`src/rtl/uart_tx_queue.sv`:
```
// Byte queue feeding a UART transmitter. The first byte into an idle, empty queue strobes 3 cycles after its push.
// Backpressure: push_i is rejected with a drop_o pulse while full, unless a pop happens in the same cycle.
module uart_tx_queue #(
  parameter int DEPTH       = 4,
  parameter int ACK_TIMEOUT = 8
) (
  input  logic                       clk,
  input  logic                       rst_i,
  input  logic [7:0]                 data_i,
  input  logic                       push_i,
  output logic                       full_o,
  output logic                       empty_o,
  output logic [$clog2(DEPTH+1)-1:0] count_o,
  output logic                       drop_o,
  output logic                       busy_o,
  output logic [7:0]                 txdata_o,
  output logic                       txclk_o,
  input  logic                       txready_i
);

  localparam int PW = (DEPTH > 1) ? $clog2(DEPTH) : 1;
  localparam int CW = $clog2(DEPTH+1);
  localparam int TW = $clog2(ACK_TIMEOUT+1);

  typedef enum logic [2:0] {
    S_IDLE,
    S_LOAD,
    S_STROBE,
    S_WAIT_BUSY,
    S_WAIT_RDY
  } state_t;

  state_t         state_q, state_d;
  logic [7:0]     mem_q [DEPTH];
  logic [PW-1:0]  rd_ptr_q, rd_ptr_d;
  logic [PW-1:0]  wr_ptr_q, wr_ptr_d;
  logic [CW-1:0]  count_q, count_d;
  logic [TW-1:0]  timer_q, timer_d;
  logic [7:0]     txdata_q, txdata_d;
  logic           txclk_q, txclk_d;
  logic           drop_q, drop_d;
  logic           pop;
  logic           accept;

  assign full_o   = (count_q == CW'(DEPTH));
  assign empty_o  = (count_q == '0);
  assign count_o  = count_q;
  assign drop_o   = drop_q;
  assign busy_o   = (state_q != S_IDLE);
  assign txdata_o = txdata_q;
  assign txclk_o  = txclk_q;

  // A full queue still accepts a byte in the cycle the FSM pops its head.
  assign accept = push_i && (!full_o || pop);

  always_comb begin
    state_d  = state_q;
    timer_d  = timer_q;
    txdata_d = txdata_q;
    pop      = 1'b0;
    case (state_q)
      S_IDLE: begin
        if (!empty_o && txready_i) begin
          state_d  = S_LOAD;
          txdata_d = mem_q[rd_ptr_q];
        end
      end
      S_LOAD: begin
        pop     = 1'b1;
        state_d = S_STROBE;
      end
      S_STROBE: begin
        state_d = S_WAIT_BUSY;
        timer_d = '0;
      end
      S_WAIT_BUSY: begin
        if (!txready_i) begin
          state_d = S_WAIT_RDY;
        end else if (timer_q == TW'(ACK_TIMEOUT - 1)) begin
          state_d = S_IDLE;
        end else begin
          timer_d = timer_q + TW'(1);
        end
      end
      S_WAIT_RDY: begin
        if (txready_i) state_d = S_IDLE;
      end
      default: state_d = S_IDLE;
    endcase
    txclk_d = (state_d == S_STROBE);
  end

  always_comb begin
    rd_ptr_d = pop    ? rd_ptr_q + PW'(1) : rd_ptr_q;
    wr_ptr_d = accept ? wr_ptr_q + PW'(1) : wr_ptr_q;
    drop_d   = push_i && !accept;
    count_d  = count_q;
    case ({accept, pop})
      2'b10:   count_d = count_q + CW'(1);
      2'b01:   count_d = count_q - CW'(1);
      default: count_d = count_q;
    endcase
  end

  always_ff @(posedge clk or posedge rst_i) begin
    if (rst_i) begin
      state_q  <= S_IDLE;
      rd_ptr_q <= '0;
      wr_ptr_q <= '0;
      count_q  <= '0;
      timer_q  <= '0;
      txdata_q <= 8'h00;
      txclk_q  <= 1'b0;
      drop_q   <= 1'b0;
    end else begin
      state_q  <= state_d;
      rd_ptr_q <= rd_ptr_d;
      wr_ptr_q <= wr_ptr_d;
      count_q  <= count_d;
      timer_q  <= timer_d;
      txdata_q <= txdata_d;
      txclk_q  <= txclk_d;
      drop_q   <= drop_d;
    end
  end

  // Storage needs no reset: the pointers and count define which entries are valid.
  always_ff @(posedge clk) begin
    if (accept) mem_q[wr_ptr_q] <= data_i;
  end

endmodule

```
`config.mk`:
```
export PLATFORM = sky130hd
export DESIGN_NAME = uart_tx_queue
export DESIGN_NICKNAME = d
export VERILOG_FILES = /design/src/rtl/uart_tx_queue.sv
export SDC_FILE = /design/constraint.sdc
export NUM_CORES = 1
export LEC_CHECK = 0
export CAP_MARGIN = 10
export CORE_MARGIN = 3
export CORE_UTILIZATION = 35
export DETAILED_ROUTE_END_ITERATION = 6
export PLACE_DENSITY_LB_ADDON = 0.2
export SETUP_SLACK_MARGIN = 0.02
export SLEW_MARGIN = 20
export SYNTH_ARGS = -nofsm -noshare
export SYNTH_HDL_FRONTEND = slang
export SYNTH_SLANG_ARGS = --single-unit
```
`constraint.sdc`:
```
create_clock -name clk -period 5.44 [get_ports clk]
set_input_delay 0.816 -clock clk [delete_from_list [all_inputs] [get_ports clk]]
set_output_delay 0.816 -clock clk [all_outputs]
set_load 0.02 [all_outputs]
```
==> metrics.md <==
| Metric | Value |
|---|---|
| Outcome | `completed` |
| Post-synthesis mux area share | `13.96%` |
| Initial antenna violation count | `0` |
| Cts repair resizes | `0` |
| Number of distinct library cells after synthesis | `36` |
| Pre-CTS WS | `2.807 ns` |
| Post-synth top area share | `40.29%` |
| Area contributors post-synth | `edfxtp_1 (40%), dfrtp_1 (25%), mux4_2 (7.6%), mux2_4 (5.0%), ha_1 (3.1%)` |
| Yosys warning count | `0` |
| Final hold violations | `0` |
| First-pass GRT wire length | `6548 microns` |
| Clock Latency Late Sink | `0.31 ns` |
| CTS tree | `built` |
| Final Cell Area | `2819 sq um` |
| Drt drc | `0` |
| EDFF count, synth | `32` |
| Clock Skews | `0.006912 ns` |
| # IOs | `28` |
| Post-Route WL | `3985 microns` |
| Post-Synth XOR/XNOR Area | `2.204%` |
| Worst Hold Class | `flop to flop` |
| Initial core utilization | `36.92%` |
| Rows | `29` |
| Hold Buf Count CTS | `0` |
| Wirelength per Cell | `15.88 microns` |
| Worst Slack Setup Final | `2.728 ns` |
| Via density | `4.928` |
| Final worst path period share | `49.86%` |
| Register area share after synthesis | `65.48%` |
| Post-synthesis adder-cell area fraction | `3.987%` |
| Total congestion overflow | `0` |
| Setup crit start kind | `flop` |
| Seq cells post-synth | `56` |
| Worst Path Required | `4.62 ns` |
| Critical setup path kind | `flop to output port` |
| Main combinational cell family by area after synthesis | `multiplexers` |
| Initial DRC Count | `136` |
| Clock Pin Slew Worst Setup and Hold Paths | `0.09 ns` |
| Root Driver | `clkbuf_8` |
| Postcts setup bufs | `0` |
| Drt pass-1 iters | `4` |
| Die height | `88.55 microns` |
| Relative slew slack | `37.50%` |
| Total number of vias | `1,237` |
| Leakage | `0.001087 uW` |
| Total track usage | `11.57%` |
| Sum Neg Setup Slack | `0 ns` |
| Area growth syn-to-layout | `18.21%` |
| Total Die Area | `7840 sq um` |
| Synth async-reset ratio | `42.86%` |
| Placed Area | `2708 sq um` |
| PwrDens | `545.4 nW/um^2` |
| Worst Path Arrival | `1.90 ns` |
| Number of antenna-violating nets in the routed design | `0` |
| Post-synthesis compound-gate area fraction | `3.463%` |
| Synth area leader | `edfxtp_1` |
| Vias in the first global route | `1,256` |
| Post-Synth Simple-Gate Area | `7.660%` |
| Critical path fanouts, max | `5` |
| Peak VDD IR | `0.0002104 V` |
| Max Transition Viols Final | `0` |
| Htree depth | `2` |
| Layout cells sized above 1 | `15.52%` |
| RSZ-0062 raised after global routing | `no` |
| Fin nets | `192` |
| Clock buffer count from CTS | `5` |
| CTS Sinks | `56` |
| Max clock buf depth | `2` |
| Synth cell count leaders | `edfxtp_1 (32), dfrtp_1 (24), inv_1 (9)` |
| Core region area | `6459 sq um` |
| Antenna Cells | `0` |
| Main synth FF type | `edfxtp_1` |
| Worst Tran Pin Value | `0.9317 ns` |
| DP Wirelength | `2752 microns` |
| Mean area per synthesized cell | `16.33 sq um` |
| Largest net degree at the start of global routing | `25` |
| # fillers | `592` |
| Syn Inst Count | `146` |
| Die Width | `88.55 microns` |
| Area of the multi-input gates | `745.7 sq um` |
| Min cycle time layout | `2.712 ns` |
| Highest clock rate | `368.7 MHz` |
| Pwr Total | `1538 uW` |
| Setup crit end kind | `output port` |
| Port bufs | `27` |
| Syn nets | `165` |
| Most numerous cell in the Yosys netlist | `edfxtp_1` |
| Max Cap Violations | `0` |
| Placer Congestion | `0.7455` |
| Mapped cell area | `2385 sq um` |
| Final setup viols | `0` |
| Seq. cell area | `1562 sq um` |
flip-flops by register name (all words and copies together), names as in the netlist:
register and count:
count_o 3, drop_o 1, mem_q 32, rd_ptr_q 2
state_q 3, timer_q 4, txclk_o 1, txdata_o 8
wr_ptr_q 2
metrics by stage:
step / std cells / hold WS (ns) / utilization, %
after CTS: 251 / 0.5233 / 43.65
after detailed placement: 243 / 0.5025 / 41.92
after global routing: 251 / 0.5447 / 43.65
final: 251 / 0.5156 / 43.65
after floorplan: 146 / 0.5105 / -
after global placement: 243 / 0.4972 / 41.92
worst max-delay path, cell delays in order (launching register included):
cell and delay, ns:
dfrtp_1 0.44, or3b_2 0.49, inv_1 0.07, clkdlybuf4s50_1 0.59
layout by cell type (no fill, tap or decap), types with 3 or more instances in the layout:
cell type / n
mux2_4: 8
dfrtp_1: 24
ha_1: 6
xnor2_1: 3
a21oi_1: 5
nor3b_1: 3
edfxtp_1: 32
clkdlybuf4s50_1: 27
inv_1: 8
and2_1: 5
xor2_1: 3
nand2_1: 6
nor2_1: 4
clkbuf_8: 5
mux4_2: 8
power breakdown:
part           switching, uW  internal [uW]  total, uW
logic                    251            313        564
registers                120            584        705
clock network            130            139        269
total                    501           1040       1540
area by class of cell:
class                   instances  share of cell area [%]
flip-flops and latches         56                   55.39
multi-input cells              74                   26.45
repair buffers                 27                   9.587
well taps                      77                   3.418
clock buffers                   6                   2.574
clock inverters                 2                   1.376
inverters                       9                   1.198
final timing paths:
| kind | startpoint | to | slack (ns) | depth (start not counted) |
|---|---|---|---|---|
| max | count_o[0]$_DFFE_PP0P_ | full_o | 2.73 | 3 |
| min | count_o[2]$_DFFE_PP0P_ | count_o[2]$_DFFE_PP0P_ | 0.52 | 1 |
| max reg2reg | count_o[0]$_DFFE_PP0P_ | count_o[2]$_DFFE_PP0P_ | 3.06 | 9 |
| min reg2reg | count_o[2]$_DFFE_PP0P_ | count_o[2]$_DFFE_PP0P_ | 0.52 | 1 |
| max in group asynchronous | rst_i | count_o[2]$_DFFE_PP0P_ | 4.10 | 2 |
| min in group asynchronous | rst_i | wr_ptr_q[0]$_DFFE_PP0P_ | 0.91 | 2 |
per-layer routing:
metal / vias up / global-route usage, % / share of wire (%)
met2: 21 / 18.15 / 51
met5: - / 0 / 0
met4: 0 / 4.121 / 1.7
met1: 625 / 15.57 / 43
met3: 6 / 3.073 / 3.8
li1: 585 / - / -
kinds of logic (layout without fill, tap and decap cells):
family,count (synthesis),in the layout
muxes,19,19
and+or+nand+nor,30,30
AOI/OAI and AO/OA,12,12
adders and majority gates,7,7
DFF,56,56
buffers and inverters,16,44
xor gates and xnor gates,6,6
Power figures use the tool's default switching activity.
